**config.mk**
```make
export PLATFORM = sky130hd
export DESIGN_NAME = intr_ctrl
export DESIGN_NICKNAME = d
export VERILOG_FILES = /design/src/rtl/intr_ctrl.sv
export SDC_FILE = /design/constraint.sdc
export NUM_CORES = 1
export LEC_CHECK = 0
export ABC_CLOCK_PERIOD_IN_PS = 9100
export CORE_AREA = 2 2 102 123
export CTS_CLUSTER_SIZE = 14
export DETAILED_ROUTE_END_ITERATION = 8
export DIE_AREA = 0 0 104 125
export HOLD_SLACK_MARGIN = 0.02
export PLACE_DENSITY = 0.67
export SYNTH_ARGS = -nofsm -noshare
export SYNTH_HDL_FRONTEND = slang
export SYNTH_SLANG_ARGS = --single-unit
```
**constraint.sdc**
```tcl
create_clock -name clk_32k -period 9.1 [get_ports clk_32k]
set_clock_uncertainty 0.2 [all_clocks]
set_input_delay 1.82 -clock clk_32k [delete_from_list [all_inputs] [get_ports clk_32k]]
set_output_delay 1.82 -clock clk_32k [all_outputs]
set_load 0.03 [all_outputs]
```
**src/rtl/intr_ctrl.sv**
```systemverilog
// Interrupt controller for the 32 kHz always-on domain: sticky maskable status vector,
// a programmable INT pin (polarity, pulse/level, width, hold-off, frame deferral) and a periodic timer.
module intr_ctrl #(
    parameter int NW = 11
) (
    input  logic          clk_32k,
    input  logic          rst,
    input  logic [NW-1:0] rg_int_enable,
    input  logic [NW-1:0] rg_int_clr,
    input  logic          rg_int_low_en,
    input  logic          rg_int_level_en,
    input  logic [10:0]   rg_int_width,
    input  logic [5:0]    rg_cold_time,
    input  logic          rg_int_after_frame,
    input  logic          rg_timer_on,
    input  logic          rg_timer_mode,
    input  logic [8:0]    rg_timer_sel,
    input  logic          frame_on,
    input  logic          fifo_upov_flag,
    input  logic          fifo_downov_flag,
    input  logic          fifo_waterline_flag,
    input  logic          user_int_triger,
    input  logic          frame_done_flag,
    input  logic          sample_err_flag,
    input  logic          cap_cancel_done_flag,
    input  logic          ldo_ov_flag,
    input  logic          circuit_exc_flag,
    output logic [NW-1:0] int_status,
    output logic          int_out
);

    // One timer unit is 0.2 s of the 32.768 kHz clock.
    localparam logic [20:0] TICK_UNIT = 21'd6554;
    localparam logic [8:0]  SEL_MAX   = 9'd300;

    typedef enum logic [1:0] {
        ST_IDLE,
        ST_PULSE,
        ST_COLD
    } state_t;

    state_t        state;
    state_t        state_nxt;
    logic [10:0]   cnt;
    logic [10:0]   cnt_nxt;
    logic          pend;
    logic          pend_nxt;
    logic          start_pulse;
    logic          gate;
    logic          asserted;

    logic [NW-1:0] src;
    logic [NW-1:0] raw;
    logic [NW-1:0] status_nxt;

    logic [8:0]    sel_eff;
    logic [20:0]   tmr_period;
    logic [20:0]   tmr_cnt;
    logic          tmr_done;
    logic          tmr_tc;

    // ------------------------------------------------------------------
    // Periodic timer
    // ------------------------------------------------------------------
    always_comb begin
        if (rg_timer_sel == 9'd0) begin
            sel_eff = 9'd1;
        end else if (rg_timer_sel > SEL_MAX) begin
            sel_eff = SEL_MAX;
        end else begin
            sel_eff = rg_timer_sel;
        end
    end

    assign tmr_period = 21'(sel_eff) * TICK_UNIT;
    // >= rather than == so a period shortened mid-count still terminates.
    assign tmr_tc     = rg_timer_on & ~tmr_done & (tmr_cnt >= tmr_period - 21'd1);

    // NOTE: sequential state is written with non-blocking assignments so every
    // register samples the pre-edge value of its neighbours.
    always_ff @(posedge clk_32k) begin
        if (rst || !rg_timer_on) begin
            tmr_cnt  <= '0;
            tmr_done <= 1'b0;
        end else if (tmr_tc) begin
            tmr_cnt  <= '0;
            tmr_done <= ~rg_timer_mode;
        end else if (!tmr_done) begin
            tmr_cnt  <= tmr_cnt + 21'd1;
        end
    end

    // ------------------------------------------------------------------
    // Source collection and sticky status
    // ------------------------------------------------------------------
    always_comb begin
        src     = '0;
        src[0]  = user_int_triger;
        src[1]  = fifo_upov_flag;
        src[2]  = fifo_downov_flag;
        src[3]  = fifo_waterline_flag;
        src[4]  = frame_done_flag;
        src[5]  = sample_err_flag;
        src[6]  = cap_cancel_done_flag;
        src[7]  = ldo_ov_flag;
        src[8]  = circuit_exc_flag;
        src[9]  = tmr_tc;
    end

    assign raw        = src & rg_int_enable;
    // A set in the same cycle as its clear wins.
    assign status_nxt = (int_status & ~rg_int_clr) | raw;

    assign gate = ~(rg_int_after_frame & frame_on);

    // ------------------------------------------------------------------
    // Pulse-mode FSM
    // ------------------------------------------------------------------
    // NOTE: every signal driven here gets a default first, so no path leaves it
    // unassigned and no latch is inferred.
    always_comb begin
        state_nxt   = state;
        cnt_nxt     = cnt;
        start_pulse = 1'b0;
        if (rg_int_level_en) begin
            state_nxt = ST_IDLE;
            cnt_nxt   = '0;
        end else begin
            case (state)
                ST_IDLE: begin
                    if (pend && gate) begin
                        state_nxt   = ST_PULSE;
                        cnt_nxt     = rg_int_width;
                        start_pulse = 1'b1;
                    end
                end
                ST_PULSE: begin
                    if (cnt == '0) begin
                        state_nxt = ST_COLD;
                        cnt_nxt   = {rg_cold_time, 5'h1f};   // (cold+1)*32-1
                    end else begin
                        cnt_nxt = cnt - 11'd1;
                    end
                end
                ST_COLD: begin
                    if (cnt == '0) begin
                        state_nxt = ST_IDLE;
                    end else begin
                        cnt_nxt = cnt - 11'd1;
                    end
                end
                default: begin
                    state_nxt = ST_IDLE;
                    cnt_nxt   = '0;
                end
            endcase
        end
    end

    // New events win over the clear on pulse entry; an empty status drops the request.
    assign pend_nxt = (|raw | (pend & ~start_pulse)) & (|status_nxt);

    always_ff @(posedge clk_32k) begin
        if (rst) begin
            int_status <= '0;
            state      <= ST_IDLE;
            cnt        <= '0;
            pend       <= 1'b0;
        end else begin
            int_status <= status_nxt;
            state      <= state_nxt;
            cnt        <= cnt_nxt;
            pend       <= pend_nxt;
        end
    end

    // ------------------------------------------------------------------
    // INT pin: mode and polarity act combinationally
    // ------------------------------------------------------------------
    assign asserted = rg_int_level_en ? ((|int_status) & gate) : (state == ST_PULSE);
    assign int_out  = asserted ^ rg_int_low_en;

endmodule

```
# Yosys cells after proc, flatten, opt, wreduce, memory -nomap -nowiden
# Index checks and enable logic that the tools add are counted.
[word_totals]
regBits = 47
latch_bits = 0
ram_bits = 0
mem_bits_ro = 0
input_bits = 65
out_inout_bits = 12
elab_cells = 61
memories = 0
[classes]
add_sub_neg = 3
mul = 1
n_div = 0
n_lt_le_gt_ge = 2
n_eq_ne = 6
shifts = 0
muxes = 14
bitwise_logic = 16
n_reduce_logical = 13
[ops]
columns = ["operator", "count"]
rows = [
  ["$mux 11", 3],
  ["$pmux 11 s3", 1],
  ["$reduce_or 11->1", 3],
  ["$add 21x1->21 const B", 1],
  ["$ge 21x21->1", 1],
  ["$sub 21x1->21 const B", 1],
  ["$mul 9x12->20 const B", 1],
  ["$mux 9", 2],
  ["$and 10x11->11", 1],
  ["$and 11x11->11", 1],
  ["$logic_not 11->1", 1],
  ["$not 11->11", 1],
  ["$or 11x11->11", 1],
  ["$sub 11x1->11 const B", 1],
  ["$gt 9x9->1 const B", 1],
  ["$logic_not 9->1", 1],
  ["$ne 2x2->1 const B", 4],
  ["$and 1x1->1", 6],
  ["$mux 2", 3],
  ["$pmux 2 s3", 1],
  ["$mux 1", 4],
  ["$not 1->1", 4],
  ["$reduce_or 2->1", 2],
  ["$reduce_and 3->1", 1],
  ["9 further kinds", 9],
]

# Longest topological paths before layout
# Gate-level depths: netlist (run 1).
[logic_depth]
depth_word = 11
ltp_mapped = 32
mapped_depth_nobuf = 31

# Worst setup path before layout (run 1)
# OpenSTA, ideal clock, no wires.
[synth_timing]
kind = "input -> register"
from = "input port rg_timer_sel[8]"
to = "register tmr_cnt[0]"
setup_time_ns = 0.065
arrival_ns = 8.044
required_time_ns = 8.835
path_slack_ns = 0.791
path_stages = 28
path_buffers = 1
cell_sequence = "nor4_1 a22oi_1 o41ai_1 inv_1 ha_1 ha_1 inv_1 fa_1 inv_1 fa_1 ha_1 nor2b_4 o31a_2 a21oi_1 or2_1 or3_1 nor3_1 xor2_1 ha_1 a21o_1 a21o_1 a21o_1 a21oi_1 o21ai_0 a21oi_1 o31ai_1 clkbuf_1 nor2_1"
[synth_between]
elab_chain_len = 8
word_cells_on_any_way = 9
cone_classes = "add/sub: 1; mul: 1; order compare: 2; mux: 2; bitwise: 1; reduce/logical: 2"
[synth_rtl]
columns = ["element", "line_no", "source"]
rows = [
  ["start: declaration", "17", "input logic [8:0] rg_timer_sel,"],
  ["$gt 9x9->1", "68", "end else if (rg_timer_sel > SEL_MAX) begin"],
  ["$mux 9", "68", ""],
  ["$mux 9 (*)", "66", "if (rg_timer_sel == 9'd0) begin"],
  ["$mul 9x12->20 (*)", "75", "assign tmr_period = 21'(sel_eff) * TICK_UNIT;"],
  ["$sub 21x1->21 (*)", "77", "assign tmr_tc = rg_timer_on & ~tmr_done & (tmr_cnt >= tmr_period - 21'd1);"],
  ["$ge 21x21->1 (*)", "77", ""],
  ["$and 1x1->1 (*)", "77", ""],
  ["$reduce_or 2->1 (no line) (*)", "--", ""],
  ["end signal: assignment", "89", "tmr_cnt <= tmr_cnt + 21'd1;"],
  ["end: declaration", "58", "logic [20:0] tmr_cnt;"],
]
# Every way passes the cells marked *; elsewhere a longest branch is shown, timed or not.
# A chain may end at the register's enable or synchronous reset.

# Worst setup path after layout (run 1)
[layout_timing]
from = "input port rg_timer_sel[3]"
to = "register tmr_cnt[18]"
# The elaborated chain is that of the path after synthesis.

==> run metrics, run 1 <==
largest net degree at the start of global routing 26; # port buffers 75; DP Cell Count ~860; Die Y 125 um; core area 0.01189 mm^2; Ports 77; Total GRT Usage 18.97%; H-tree depth 2; synthesis-to-finish area growth 22.69%; asr flop ratio synth 0%; top sig layer met4; post-synthesis area per instance 8.262 um^2; Die Area 0.01300 mm^2; CP endpoint kind register; via count 4616; top achievable clock speed 116.7 MHz; Final min period 8.568 ns; Slew Limit Fails 0; share of cells above drive strength 1 7.042%; placer's final routability congestion estimate 0.8617; HPWL Detailed 10200 um; # Post-CTS Setup Buffers 0; Overflow after GRT 0; Syn Inst Count 630; Worst Setup Path Type input port to register; slew at the pin closest to its max-slew limit 0.8983 ns; clock buffer count from CTS 5; R2R depth 10; peak supply drop 85.90 uV; std cell rows 44; DR vias/cell 5.300; met3 WL between 500 and 600 um; synth unique cells between 70 and 80; # setup viols final 0; outcome finished, final reports clean; drt pass-1 iters 5; HP Start int_status[10]$_SDFF_PP0_; Worst EP required between 9 and 10 ns; met2 WL 6454 um; Min-Delay Path Class register to register; Root Buffer clkbuf_16; critical path's largest stage delay ~0.57 ns; Routed WL 12220 um; clock transition at the registers of the reported paths roughly 0.070 ns; Final Cycle Share approximately 94%; most frequent cells in the layout nor2_1 (78), clkdlybuf4s50_1 (75), inv_1 (70), ha_1 (70), dfxtp_1 (47); TritonCTS clock tree yes; initial antenna violation count 0; Yosys warnings 0; nets 867; Max Fanout on Critical Path 21; routed length per instance between 10 and 15 um; Post-Syn Nets 788; Slew HR 40.03%; Clock Path Buffers 2; number of remaining DRC errors 0; final hold vios 0; main flop type after synthesis dfxtp_1; start point of the critical path rg_timer_sel[3]; Max-Cap Viols 0; Post-Layout Cell Count just under 900; wl on met1 5106 um; commonest non-fill, non-tap cell in the layout nor2_1; clock latency on the worst-skew pair 0.29 ns; number of DRC markers in iteration 0 about 140; CTS sink count 47; Worst path slowest cell fa_1; ANT cells 0; CTS Hold Bufs 0; FF-to-FF setup slack 6.19 ns; hold-critical path depth 2; cell area power density 212.9 mW/mm^2; crit path DAT 8.59 ns; crit start category input port; CTS resizes 0; Mapped Area 0.005205 mm^2; Die Wd 104 um; Lkg Pwr 2.845 nW; RR Startpoint cnt[0]$_SDFFE_PP0P_; Seq/Total Area, Yosys 18.08%; first-pass GRT wire length 20760 um; #FFs+latches synth 47; RSZ-0062 raised after global routing false; Final ANT Viol Nets 0; Post-synth EDFFs 0; vias in the first global route 4470; Initial Util 43.77%; setup TNS 0 ns
power by group:
part / leakage [nW] / internal [W] / total (W) / switching, W
clock network: 0.0838 / 0.000130 / 0.000209 / 0.0000798
logic: 2.38 / 0.000422 / 0.000931 / 0.000510
registers: 0.382 / 0.000212 / 0.000219 / 0.00000740
kinds of logic (layout without fill, tap and decap cells):
group | Yosys count | count (layout) | synth area share (%)
AND/OR/NAND/NOR | 208 | 208 | 20.38
AO/OA/AOI/OAI | 137 | 137 | 19.33
adder cells (fa/ha/maj) | 93 | 93 | 25.67
buffers and inverters | 87 | 167 | 6.490
XOR/XNOR | 53 | 53 | 9.062
flip-flops | 47 | 47 | 18.08
multiplexers | 5 | 5 | 0.9856
worst paths after layout:
check | endpoint
worst max-delay path | tmr_cnt[18]$_SDFFE_PP0N_
worst min-delay path | int_status[10]$_SDFF_PP0_
worst max register to register | cnt[4]$_SDFFE_PP0P_
worst min register to register | int_status[10]$_SDFF_PP0_
synth_stat cells (4+ instances only):
library cell | instances | area share, %
fa_1 | 23 | 8.8
a21oi_1 | 32 | 3.1
a22oi_1 | 12 | 1.7
o21ai_0 | 14 | 1.3
nand4_1 | 10 | 1.2
a31oi_1 | 4 | 0.48
nor2b_1 | 8 | 0.96
a211oi_1 | 5 | 0.72
nand3_1 | 10 | 0.96
clkbuf_1 | 11 | 0.79
xnor2_1 | 29 | 4.9
nor3_1 | 23 | 2.2
o211ai_1 | 6 | 0.87
nor2_1 | 78 | 5.6
o21ai_1 | 6 | 0.58
mux2i_1 | 4 | 0.77
nor4_1 | 4 | 0.48
xor2_1 | 23 | 3.9
nand2_1 | 33 | 2.4
dfxtp_1 | 47 | 18
nand2b_1 | 9 | 1.1
or2_2 | 4 | 0.48
ha_1 | 70 | 17
o21a_1 | 5 | 0.72
a21o_1 | 18 | 2.6
and3_1 | 6 | 0.72
inv_1 | 70 | 5.0
worst max-delay path, delay by kind of cell:
| family | cells | cell delay, ns |
|---|---|---|
| xor+xnor | 1 | 0.17 |
| fa+ha+maj | 6 | 2.51 |
| buf+inv | 5 | 0.85 |
| compound gates | 12 | 1.75 |
| simple gates | 7 | 1.48 |
per-stage QoR:
| step | power, W | util, % | hold slack (ns) | setup WS, ns | instance area (um^2) |
|---|---|---|---|---|---|
| 4_1_cts | 0.001367 | 53.57 | 0.2846 | 0.2679 | 6370 |
| 2_1_floorplan | 0.0009456 | - | 0.2656 | 0.7912 | 5205 |
| 3_5_place_dp | 0.001150 | 52.15 | 0.2759 | -0.02065 | 6201 |
| 3_3_place_gp | 0.001127 | 52.15 | 0.2716 | 0.1434 | 6201 |
| 5_1_grt | 0.001488 | 53.70 | 0.3026 | 0.03305 | 6386 |
| 6_report | 0.001360 | 53.70 | 0.2809 | 0.5319 | 6386 |
metal layers:
metal | global-route usage, % | vias up
met2 | 36.61 | 113
met3 | 2.607 | 9
li1 | - | 2352
met1 | 22.15 | 2142
met5 | 0 | -
met4 | 3.895 | 0
layout make-up:
class	count	area, um^2
Fill cell	1134	5505
Multi-Input combinational cell	496	3948
Sequential cell	47	940.9
Timing Repair Buffer	88	860.8
Inverter	71	266.5
Tap cell	161	201.4
Clock buffer	5	125.1
Clock inverter	3	43.79
registers in the layout, summed over array words and instances, names as in the netlist:
| register | cells |
|---|---|
| tmr_cnt | 21 |
| cnt | 11 |
| int_status | 11 |
| state | 2 |
| pend | 1 |
| tmr_done | 1 |
(Power assumes the default switching activity.)
==> run 2, diff against run 1 <==
- TNS_END_PERCENT: unset -> 50
==> results of run 2 <==
The final DEF is identical to that of run 1; final timing and power are the same.
